$ cat src/rtl/ib_stream_monitor.sv
// ib_stream_monitor
// Passive protocol monitor for a LocalLink-style framed stream.
// It counts correctly terminated frames and records the length of the
// last one. It also raises sticky error flags and a one-cycle ERR_PULSE
// whenever a new framing error is seen.
// Optional feature: define IB_MON_MAXLEN_EN to enable the frame-length
// limit check (ERR_LONG against MAX_LEN). Without it, ERR_LONG is tied to 0.
module ib_stream_monitor #(
  parameter int DATA_WIDTH = 64,
  parameter int LEN_WIDTH  = 16,
  parameter int CNT_WIDTH  = 32,
  parameter int MAX_LEN    = 1024
) (
  input  logic                  CLK,
  input  logic                  RESET,
  input  logic [DATA_WIDTH-1:0] DATA,
  input  logic                  SOF_N,
  input  logic                  EOF_N,
  input  logic                  SRC_RDY_N,
  input  logic                  DST_RDY_N,
  input  logic                  ERR_CLR,
  output logic                  IN_FRAME,
  output logic [CNT_WIDTH-1:0]  FRAME_CNT,
  output logic [LEN_WIDTH-1:0]  LAST_LEN,
  output logic                  ERR_SOF_EOF,
  output logic                  ERR_NO_SOF,
  output logic                  ERR_SOF_IN_FRAME,
  output logic                  ERR_LONG,
  output logic                  ERR_PULSE
);

  typedef enum logic {IDLE, FRAME} stateT;

  stateT                state_q, state_d;
  logic [LEN_WIDTH-1:0] len_q, len_d;
  logic [CNT_WIDTH-1:0] frameCnt_q, frameCnt_d;
  logic [LEN_WIDTH-1:0] lastLen_q, lastLen_d;
  logic                 errSofEof_q, errSofEof_d;
  logic                 errNoSof_q, errNoSof_d;
  logic                 errSofInFrame_q, errSofInFrame_d;
  logic                 errPulse_q, errPulse_d;

  logic                 xfer;
  logic                 sof;
  logic                 eof;
  logic [LEN_WIDTH-1:0] lenInc;
  logic                 setSofEof;
  logic                 setNoSof;
  logic                 setSofInFrame;
  logic                 setLong;

  // DATA is carried only so the monitor can sit on a full bus tap.
  logic unusedData;
  assign unusedData = ^DATA;

  assign xfer   = ~SRC_RDY_N & ~DST_RDY_N;
  assign sof    = ~SOF_N;
  assign eof    = ~EOF_N;
  assign lenInc = (len_q == '1) ? len_q : len_q + LEN_WIDTH'(1);

`ifdef IB_MON_MAXLEN_EN
  localparam logic [LEN_WIDTH:0] MAX_LEN_W = (LEN_WIDTH+1)'(MAX_LEN);

  logic errLong_q, errLong_d;
  logic longSeen_q, longSeen_d;

  // Flag the first in-frame word that pushes the length past MAX_LEN; a new
  // SOF rearms the check so it fires at most once per frame.
  always_comb begin
    setLong    = 1'b0;
    longSeen_d = longSeen_q;
    errLong_d  = errLong_q & ~ERR_CLR;
    if (xfer && state_q == FRAME) begin
      if (sof) begin
        longSeen_d = 1'b0;
      end else if (({1'b0, len_q} + (LEN_WIDTH+1)'(1)) > MAX_LEN_W && !longSeen_q) begin
        setLong    = 1'b1;
        longSeen_d = 1'b1;
      end
    end else if (xfer && sof) begin
      longSeen_d = 1'b0;
    end
    if (setLong) errLong_d = 1'b1;
  end

  // Length-limit state register.
  always_ff @(posedge CLK) begin
    if (RESET) begin
      errLong_q  <= 1'b0;
      longSeen_q <= 1'b0;
    end else begin
      errLong_q  <= errLong_d;
      longSeen_q <= longSeen_d;
    end
  end

  assign ERR_LONG = errLong_q;
`else
  logic unusedMaxLen;
  assign unusedMaxLen = (MAX_LEN > 0);
  assign setLong      = 1'b0;
  assign ERR_LONG     = 1'b0;
`endif

  // Frame tracking FSM: next state, counters and error events per transfer.
  always_comb begin
    state_d       = state_q;
    len_d         = len_q;
    frameCnt_d    = frameCnt_q;
    lastLen_d     = lastLen_q;
    setSofEof     = 1'b0;
    setNoSof      = 1'b0;
    setSofInFrame = 1'b0;
    if (xfer) begin
      unique case (state_q)
        IDLE: begin
          if (sof && !eof) begin
            state_d = FRAME;
            len_d   = LEN_WIDTH'(1);
          end else if (sof && eof) begin
            setSofEof = 1'b1;
          end else begin
            setNoSof = 1'b1;
          end
        end
        FRAME: begin
          if (!sof && !eof) begin
            len_d = lenInc;
          end else if (!sof && eof) begin
            frameCnt_d = frameCnt_q + CNT_WIDTH'(1);
            lastLen_d  = lenInc;
            state_d    = IDLE;
          end else if (sof && !eof) begin
            setSofInFrame = 1'b1;
            len_d         = LEN_WIDTH'(1);
          end else begin
            setSofInFrame = 1'b1;
            setSofEof     = 1'b1;
            state_d       = IDLE;
          end
        end
        default: state_d = IDLE;
      endcase
    end
    errSofEof_d     = (errSofEof_q & ~ERR_CLR) | setSofEof;
    errNoSof_d      = (errNoSof_q & ~ERR_CLR) | setNoSof;
    errSofInFrame_d = (errSofInFrame_q & ~ERR_CLR) | setSofInFrame;
    errPulse_d      = setSofEof | setNoSof | setSofInFrame | setLong;
  end

  // Main state register with synchronous reset.
  always_ff @(posedge CLK) begin
    if (RESET) begin
      state_q         <= IDLE;
      len_q           <= '0;
      frameCnt_q      <= '0;
      lastLen_q       <= '0;
      errSofEof_q     <= 1'b0;
      errNoSof_q      <= 1'b0;
      errSofInFrame_q <= 1'b0;
      errPulse_q      <= 1'b0;
    end else begin
      state_q         <= state_d;
      len_q           <= len_d;
      frameCnt_q      <= frameCnt_d;
      lastLen_q       <= lastLen_d;
      errSofEof_q     <= errSofEof_d;
      errNoSof_q      <= errNoSof_d;
      errSofInFrame_q <= errSofInFrame_d;
      errPulse_q      <= errPulse_d;
    end
  end

  assign IN_FRAME         = (state_q == FRAME);
  assign FRAME_CNT        = frameCnt_q;
  assign LAST_LEN         = lastLen_q;
  assign ERR_SOF_EOF      = errSofEof_q;
  assign ERR_NO_SOF       = errNoSof_q;
  assign ERR_SOF_IN_FRAME = errSofInFrame_q;
  assign ERR_PULSE        = errPulse_q;

endmodule

$ cat config.mk
export PLATFORM = sky130hd
export DESIGN_NAME = ib_stream_monitor
export DESIGN_NICKNAME = d
export VERILOG_FILES = /design/src/rtl/ib_stream_monitor.sv
export SDC_FILE = /design/constraint.sdc
export NUM_CORES = 1
export LEC_CHECK = 0
export BUFFER_PORTS_ARGS = -buffer_cell sky130_fd_sc_hd__buf_2
export CAP_MARGIN = 20
export CORE_MARGIN = 2
export CORE_UTILIZATION = 35
export CTS_CLUSTER_DIAMETER = 200
export CTS_CLUSTER_SIZE = 8
export DETAILED_ROUTE_END_ITERATION = 10
export SLEW_MARGIN = 20
export SYNTH_ARGS = -nofsm -noshare
export SYNTH_HDL_FRONTEND = slang
export SYNTH_SLANG_ARGS = --single-unit
export TNS_END_PERCENT = 100
$ cat constraint.sdc
create_clock -name CLK -period 2.6 [get_ports CLK]
set_input_delay 0.52 -clock CLK [delete_from_list [all_inputs] [get_ports CLK]]
set_output_delay 0.52 -clock CLK [all_outputs]
set_load 0.02 [all_outputs]
==> results.tsv, run 1 <==
stage	metric	value	unit
logic_synthesis	Post-Syn Area per Cell	8.15	um2
global_route	met3 demand-to-capacity share in global routing	0.0402	
clock_network	total of hold buffers inserted after clock tree synthesis	0	
placement	placement-stage cell area	4020	um2
sta	setup tns final	0	ns
worst_setup_path	maximum net fanout on the critical path	8	
logic_synthesis	share of the yosys chip area belonging to registers	0.384	
sta	share of the clock period used by the worst path after layout	0.822	
pwr	overall power after layout	1.93	mW
placement	Cell Count Post-Placement	615	
sta	relative max-transition margin	0.546	
status	run status	finished clean	
sta	Final Worst Setup Slack	0.464	ns
global_route	wire length of the first global-routing pass	15400	um
route	final routed wire length divided by cell count	14.8	um
route	Detailed Route WL	9360	um
route	number of remaining DRC errors	0	
global_route	initial antenna violation count	0	
pwr	Max rail drop VDD	0.000208	V
route	TritonRoute pass-1 iters	4	
sta	final-report setup violation count	0	
logic_synthesis	Net Count, Synth	515	
layout	Layout Area Growth over Synthesis	16.7	%
global_route	pin count of the biggest net entering global routing	64	
sta	final hold vios	0	
sta	RSZ-0062 raised after global routing	no	
pwr	Pwr Density	460	nW/um2
logic_synthesis	Yosys warnings	0	
clock_network	Resized cells post-CTS	0	
sta	final slew viol count	0	
global_route	GR peak layer	met2	
global_route	number of global-route vias before repair	3098	
layout	Post-layout nets	563	
pwr	P_leak	1.53	nW
die	overall die width	105	um
global_route	global-route track usage on met1	0.221	
logic_synthesis	synthesized netlist cell count	442	
logic_synthesis	summed instance area of the synthesized netlist	3600	um2
layout	final instance area	4200	um2
logic_synthesis	number of synthesized flops with an enable pin	0	
placement	number of buffer cells added on primary ports	59	
placement	hpwl dp	6620	um
run	reported max-cap violation count	0	
clock_network	setup repair bufs after CTS	0	
sta	slew at the pin closest to its max-slew limit	0.675	ns
sta	final critical path time including I/O delays and setup	2.14	ns
die	die outline area	11100	um2
layout	fraction of final layout cells with drive strength greater than 1	0.216	
clock_network	CTS clk-pin slew, worst paths	0.07	ns
die	vertical extent of the die	105	um
clock_network	count of clock tree sinks	69	
layout	count of inserted antenna diode cells	0	
worst_setup_path	Worst Setup Start Kind	register	
worst_setup_path	Worst Path Arrival	2.34	ns
hold_path	worst hold path type	reg2reg	
global_route	global router's overall resource usage	0.169	
die	starting density of the core	0.355	
logic_synthesis	most repeated cell in the gate-level netlist after synthesis	sky130_fd_sc_hd__dfxtp_1	
clock_network	cell at the root of the clock tree	sky130_fd_sc_hd__clkbuf_8	
clock_network	clock latency on the worst-skew pair	0.35	ns
clock_network	clock tree from TritonCTS	done	
logic_synthesis	proportion of synthesized flip-flops having asynchronous set or reset	0	
layout	non-filler instance count after layout	631	
logic_synthesis	most area-consuming cells after synthesis	sky130_fd_sc_hd__dfxtp_1 (38%), sky130_fd_sc_hd__a21oi_1 (5.3%), sky130_fd_sc_hd__o21ai_0 (3.5%)	
global_route	global route total overflow	0	
global_route	global-route track usage on met2	0.278	
worst_setup_path	endpoint kind of the worst setup timing path	register	
route	count of routing violations after the opening detailed-route iteration	141	
logic_synthesis	most used flip-flop cell after synthesis	sky130_fd_sc_hd__dfxtp_1	
logic_synthesis	share of the synthesized area in the top cell type	0.384	
worst_setup_path	category of the most critical setup path	reg2reg	
logic_synthesis	ranking of synthesized cells by instance count	sky130_fd_sc_hd__dfxtp_1 (69), sky130_fd_sc_hd__a21oi_1 (38), sky130_fd_sc_hd__nand2_1 (29), sky130_fd_sc_hd__nor2_1 (29), sky130_fd_sc_hd__o21ai_0 (25)	
clock_network	total clock buffers created by CTS	9	
logic_synthesis	count of different cell masters after synthesis	54	
logic_synthesis	register bit count reported by yosys	69	
placement	Final Wtd Congestion	0.837	
clock_network	htree depth	3	
placement	post-placement worst setup slack	0.448	ns
sta	Post-Route Skew	0.0136	ns
route	vias	3516	
sta	maximum achievable frequency	0.468	GHz
logic_synthesis	most area-hungry cell type in the Yosys netlist	sky130_fd_sc_hd__dfxtp_1	
clock_network	clock buffer depth	2	
die	Placement Rows	37	
worst_setup_path	WP data required	2.80	ns
route	average via count per standard cell	5.57	
route	Post-DRT Antenna Nets	0	
die	total I/O pin count	125	
die	core region area	10100	um2
## critical path, stage by stage (launching register included)
cell                      delay [ns]
sky130_fd_sc_hd__dfxtp_1        0.48
sky130_fd_sc_hd__ha_1           0.24
sky130_fd_sc_hd__nand3_2        0.10
sky130_fd_sc_hd__buf_4          0.19
sky130_fd_sc_hd__nor4_2         0.58
sky130_fd_sc_hd__nor4b_1        0.32
sky130_fd_sc_hd__nor4_1         0.08
## cell families after synthesis
group,after synthesis,share of synthesized area
AOI/OAI and AO/OA,114,0.192
xor gates and xnor gates,12,0.0292
adders and majority gates,2,0.00695
buffers and inverters,42,0.0486
DFF,69,0.384
muxes,4,0.0122
other,1,0.00104
and+or+nand+nor,198,0.326
## state kept, by name, summed over array words and instances (netlist names)
name,cells
ERR_PULSE,1
ERR_NO_SOF,1
ERR_SOF_IN_FRAME,1
FRAME_CNT,32
IN_FRAME,1
len_q,16
ERR_SOF_EOF,1
LAST_LEN,16
## metal layers
| layer | share of wire | routed length, um |
|---|---|---|
| met1 | 0.46 | 4270 |
| met2 | 0.49 | 4590 |
| met3 | 0.044 | 410 |
| met4 | 0.0095 | 89 |
| met5 | 0 | 0 |
## metrics by stage
stage | utilization | hold WS [ns]
floorplan | - | 0.494
global placement | 0.396 | 0.442
detailed placement | 0.396 | 0.447
CTS | 0.414 | 0.461
global route | 0.414 | 0.484
finish | 0.414 | 0.452
## path summary, 6_finish.rpt
kind | start | to | slack [ns] | depth (start not counted)
min reg2reg | LAST_LEN[2] | LAST_LEN[2] | 0.45 | 2
max | len_q[0] | LAST_LEN[14] | 0.46 | 6
max reg2reg | len_q[0] | LAST_LEN[14] | 0.46 | 6
min | LAST_LEN[2] | LAST_LEN[2] | 0.45 | 2
## cell usage in the layout, fill, tap and decap left out, types with 13 or more instances in the layout
| cell type | count |
|---|---|
| sky130_fd_sc_hd__a21oi_1 | 38 |
| sky130_fd_sc_hd__buf_4 | 13 |
| sky130_fd_sc_hd__nand3_1 | 20 |
| sky130_fd_sc_hd__buf_2 | 59 |
| sky130_fd_sc_hd__dfxtp_1 | 69 |
| sky130_fd_sc_hd__o31ai_1 | 15 |
| sky130_fd_sc_hd__nand4_1 | 17 |
| sky130_fd_sc_hd__a31oi_1 | 13 |
| sky130_fd_sc_hd__o21ai_0 | 25 |
| sky130_fd_sc_hd__nor2_1 | 29 |
| sky130_fd_sc_hd__nand2_1 | 29 |
## power breakdown
group	leakage, nW	switching, mW	internal [mW]
Clock	0.0953	0.411	0.398
Sequential	0.556	0.00344	1.06
Combinational	0.874	0.0432	0.0194
## cell type report
class,count,area [um2]
well taps,136,170
inverters,7,26.3
multi-input cells,331,2040
flip-flops and latches,69,1380
repair buffers,72,393
fillers,1028,5940
clock inverters,5,35.0
clock buffers,11,151
No activity file was read; power rests on OpenSTA's default activity.
==> run 2: changes to the inputs <==
==> constraint.sdc (replaced) <==
create_clock -name CLK -period 2.11 [get_ports CLK]
set_input_delay 0.422 -clock CLK [delete_from_list [all_inputs] [get_ports CLK]]
set_output_delay 0.422 -clock CLK [all_outputs]
set_load 0.02 [all_outputs]
==> run 2 against run 1 <==
Net effect:
- largest power group is now the clock network
- sequential power increased by 24%
- clock power increased by 79%
- count of clock-buffer cells in the layout decreased by 2
- design area increased by 6.4%
- setup slack got worse by 0.32 ns
- fmax increased by 8.7%
- combinational power increased by 38%
- register-to-register slack got worse by 0.32 ns
- power increased by 47%
==> results.tsv, run 2 (synthesis results as in run 1) <==
stage	metric	value	unit	change
status	run status	finished clean		unchanged
placement	Final Wtd Congestion	0.864		was 0.837
route	final routed wire length divided by cell count	15.0	um	was 14.8 um
layout	most frequent cells in the layout	sky130_fd_sc_hd__dfxtp_1 (69), sky130_fd_sc_hd__buf_2 (59), sky130_fd_sc_hd__a21oi_1 (38)		unchanged
placement	hpwl dp	6940	um	was 6620 um
sta	slew at the pin closest to its max-slew limit	0.508	ns	was 0.675 ns
sta	final hold vios	0		unchanged
clock_network	clock buffer depth	2		unchanged
global_route	global router's overall resource usage	0.180		was 0.169
global_route	global-route track usage on met2	0.299		was 0.278
clock_network	clock latency on the worst-skew pair	0.35	ns	about the same
pwr	overall power after layout	2.84	mW	was 1.93 mW
layout	Post-layout nets	586		was 563
worst_setup_path	maximum net fanout on the critical path	8		unchanged
route	average via count per standard cell	5.64		was 5.57
sta	Post-Route Skew	0.0134	ns	was 0.0136 ns
hold_path	worst hold path type	in2reg		was reg2reg
clock_network	htree depth	3		unchanged
layout	number of flip-flops under the largest register name	32		unchanged
worst_setup_path	family with the most delay on the worst path	simple AND/OR/NAND/NOR gates		unchanged
die	starting density of the core	0.355		unchanged
sta	final slew viol count	0		unchanged
route	count of routing violations after the opening detailed-route iteration	136		was 141
global_route	GR peak layer	met2		unchanged
layout	most common cell after layout, fill and taps aside	sky130_fd_sc_hd__dfxtp_1		unchanged
clock_network	CTS clk-pin slew, worst paths	0.08	ns	was 0.07 ns
worst_setup_path	category of the most critical setup path	reg2reg		unchanged
route	Post-DRT Antenna Nets	0		unchanged
die	overall die width	105	um	unchanged
clock_network	setup repair bufs after CTS	0		unchanged
worst_setup_path	endpoint kind of the worst setup timing path	register		unchanged
layout	count of inserted antenna diode cells	0		unchanged
run	reported max-cap violation count	0		unchanged
worst_setup_path	Worst Path Arrival	2.22	ns	was 2.34 ns
sta	share of the clock period used by the worst path after layout	0.931		was 0.822
clock_network	cell at the root of the clock tree	sky130_fd_sc_hd__clkbuf_8		unchanged
pwr	Pwr Density	635	nW/um2	was 460 nW/um2
sta	maximum achievable frequency	0.509	GHz	was 0.468 GHz
placement	number of buffer cells added on primary ports	59		unchanged
die	total I/O pin count	125		unchanged
global_route	global route total overflow	0		unchanged
global_route	initial antenna violation count	0		unchanged
route	TritonRoute pass-1 iters	4		unchanged
sta	RSZ-0062 raised after global routing	no		unchanged
route	Detailed Route WL	9830	um	was 9360 um
layout	Layout Area Growth over Synthesis	24.1	%	was 16.7%
clock_network	total clock buffers created by CTS	9		unchanged
sta	final-report setup violation count	0		unchanged
worst_setup_path	Slowest cell on crit path	sky130_fd_sc_hd__or4_1		was sky130_fd_sc_hd__nor4_2
die	die outline area	11100	um2	unchanged
global_route	global-route track usage on met1	0.224		was 0.221
global_route	number of global-route vias before repair	3384		was 3098
pwr	Max rail drop VDD	0.000353	V	was 0.000208 V
global_route	wire length of the first global-routing pass	16300	um	was 15400 um
worst_setup_path	Worst Setup Start Kind	register		unchanged
sta	relative max-transition margin	0.659		was 0.546
clock_network	count of clock tree sinks	69		unchanged
global_route	met3 demand-to-capacity share in global routing	0.0402		unchanged
pwr	P_leak	1.69	nW	was 1.53 nW
die	vertical extent of the die	105	um	unchanged
route	number of remaining DRC errors	0		unchanged
worst_setup_path	sum of buffers and inverters on the critical path	0		was 1
route	vias	3687		was 3516
worst_setup_path	delay contributed by the slowest stage of the critical path	0.57	ns	was 0.58 ns
global_route	pin count of the biggest net entering global routing	64		unchanged
clock_network	total of hold buffers inserted after clock tree synthesis	0		unchanged
layout	fraction of final layout cells with drive strength greater than 1	0.251		was 0.216
die	Placement Rows	37		unchanged
sta	setup tns final	0	ns	unchanged
clock_network	Resized cells post-CTS	0		unchanged
die	core region area	10100	um2	unchanged
sta	final critical path time including I/O delays and setup	1.97	ns	was 2.14 ns
worst_setup_path	ordered cell list for the critical path	nand4_1 -> or4_1 -> and4_1 -> nor4_1		was ha_1 -> nand3_2 -> buf_4 -> nor4_2 -> nor4b_1 -> nor4_1
clock_network	clock tree from TritonCTS	done		unchanged
worst_setup_path	WP data required	2.36	ns	was 2.80 ns
==> run 2: cell count changes in the layout (fill, tap and decap cells not counted) <==
cell / previous run / this run
sky130_fd_sc_hd__bufinv_16: 0 / 4
sky130_fd_sc_hd__inv_6: 0 / 1
sky130_fd_sc_hd__clkinvlp_4: 1 / 0
sky130_fd_sc_hd__buf_12: 0 / 1
sky130_fd_sc_hd__clkinv_2: 2 / 0
sky130_fd_sc_hd__clkbuf_8: 11 / 9
sky130_fd_sc_hd__buf_4: 13 / 35
==> run 2: power by group <==
part           total (mW)  switching, mW  internal, mW
clock network        1.45          0.533         0.913
registers            1.31        0.00286          1.30
logic              0.0861         0.0559        0.0303
total                2.84          0.591          2.25
==> run 2: path summary, 6_finish.rpt <==
kind                             startpoint     endpoint  slack, ns  cells past startpoint
worst max-delay path              len_q[10]  LAST_LEN[7]       0.14                      4
worst min-delay path                ERR_CLR   ERR_NO_SOF       0.41                      4
worst max register to register    len_q[10]  LAST_LEN[7]       0.14                      4
worst min register to register  LAST_LEN[3]  LAST_LEN[3]       0.45                      2
==> run 2: per-layer routing <==
metal / part of all wire / vias up / wire length [um]
li1: - / 1812 / -
met1: 0.45 / 1748 / 4380
met2: 0.48 / 102 / 4740
met3: 0.048 / 25 / 468
met4: 0.025 / 0 / 242
met5: 0 / - / 0
==> run 2: tightest hold or removal path, cell delays in order <==
cell and delay [ns]:
sky130_fd_sc_hd__buf_2 0.07, sky130_fd_sc_hd__inv_1 0.05, sky130_fd_sc_hd__a21oi_1 0.12, sky130_fd_sc_hd__nor2_1 0.04
==> run 2: metrics by stage <==
step | std cells | setup WS [ns] | utilization | area (um2) | hold WS [ns]
floorplan | 442 | 0.111 | - | 3600 | 0.494
global placement | 638 | 0.166 | 0.414 | 4200 | 0.442
detailed placement | 638 | 0.159 | 0.414 | 4200 | 0.444
CTS | 654 | 0.177 | 0.441 | 4470 | 0.396
global route | 654 | 0.0630 | 0.441 | 4470 | 0.443
finish | 654 | 0.145 | 0.441 | 4470 | 0.414
==> run 2: area by class of cell <==
cell class	instances	area, um2
clock buffer	9	124
clock inverter	7	146
fill	1028	5670
inverter	7	26.3
multi-input combinational	331	2040
sequential	69	1380
tap	136	170
timing repair buffer	95	578
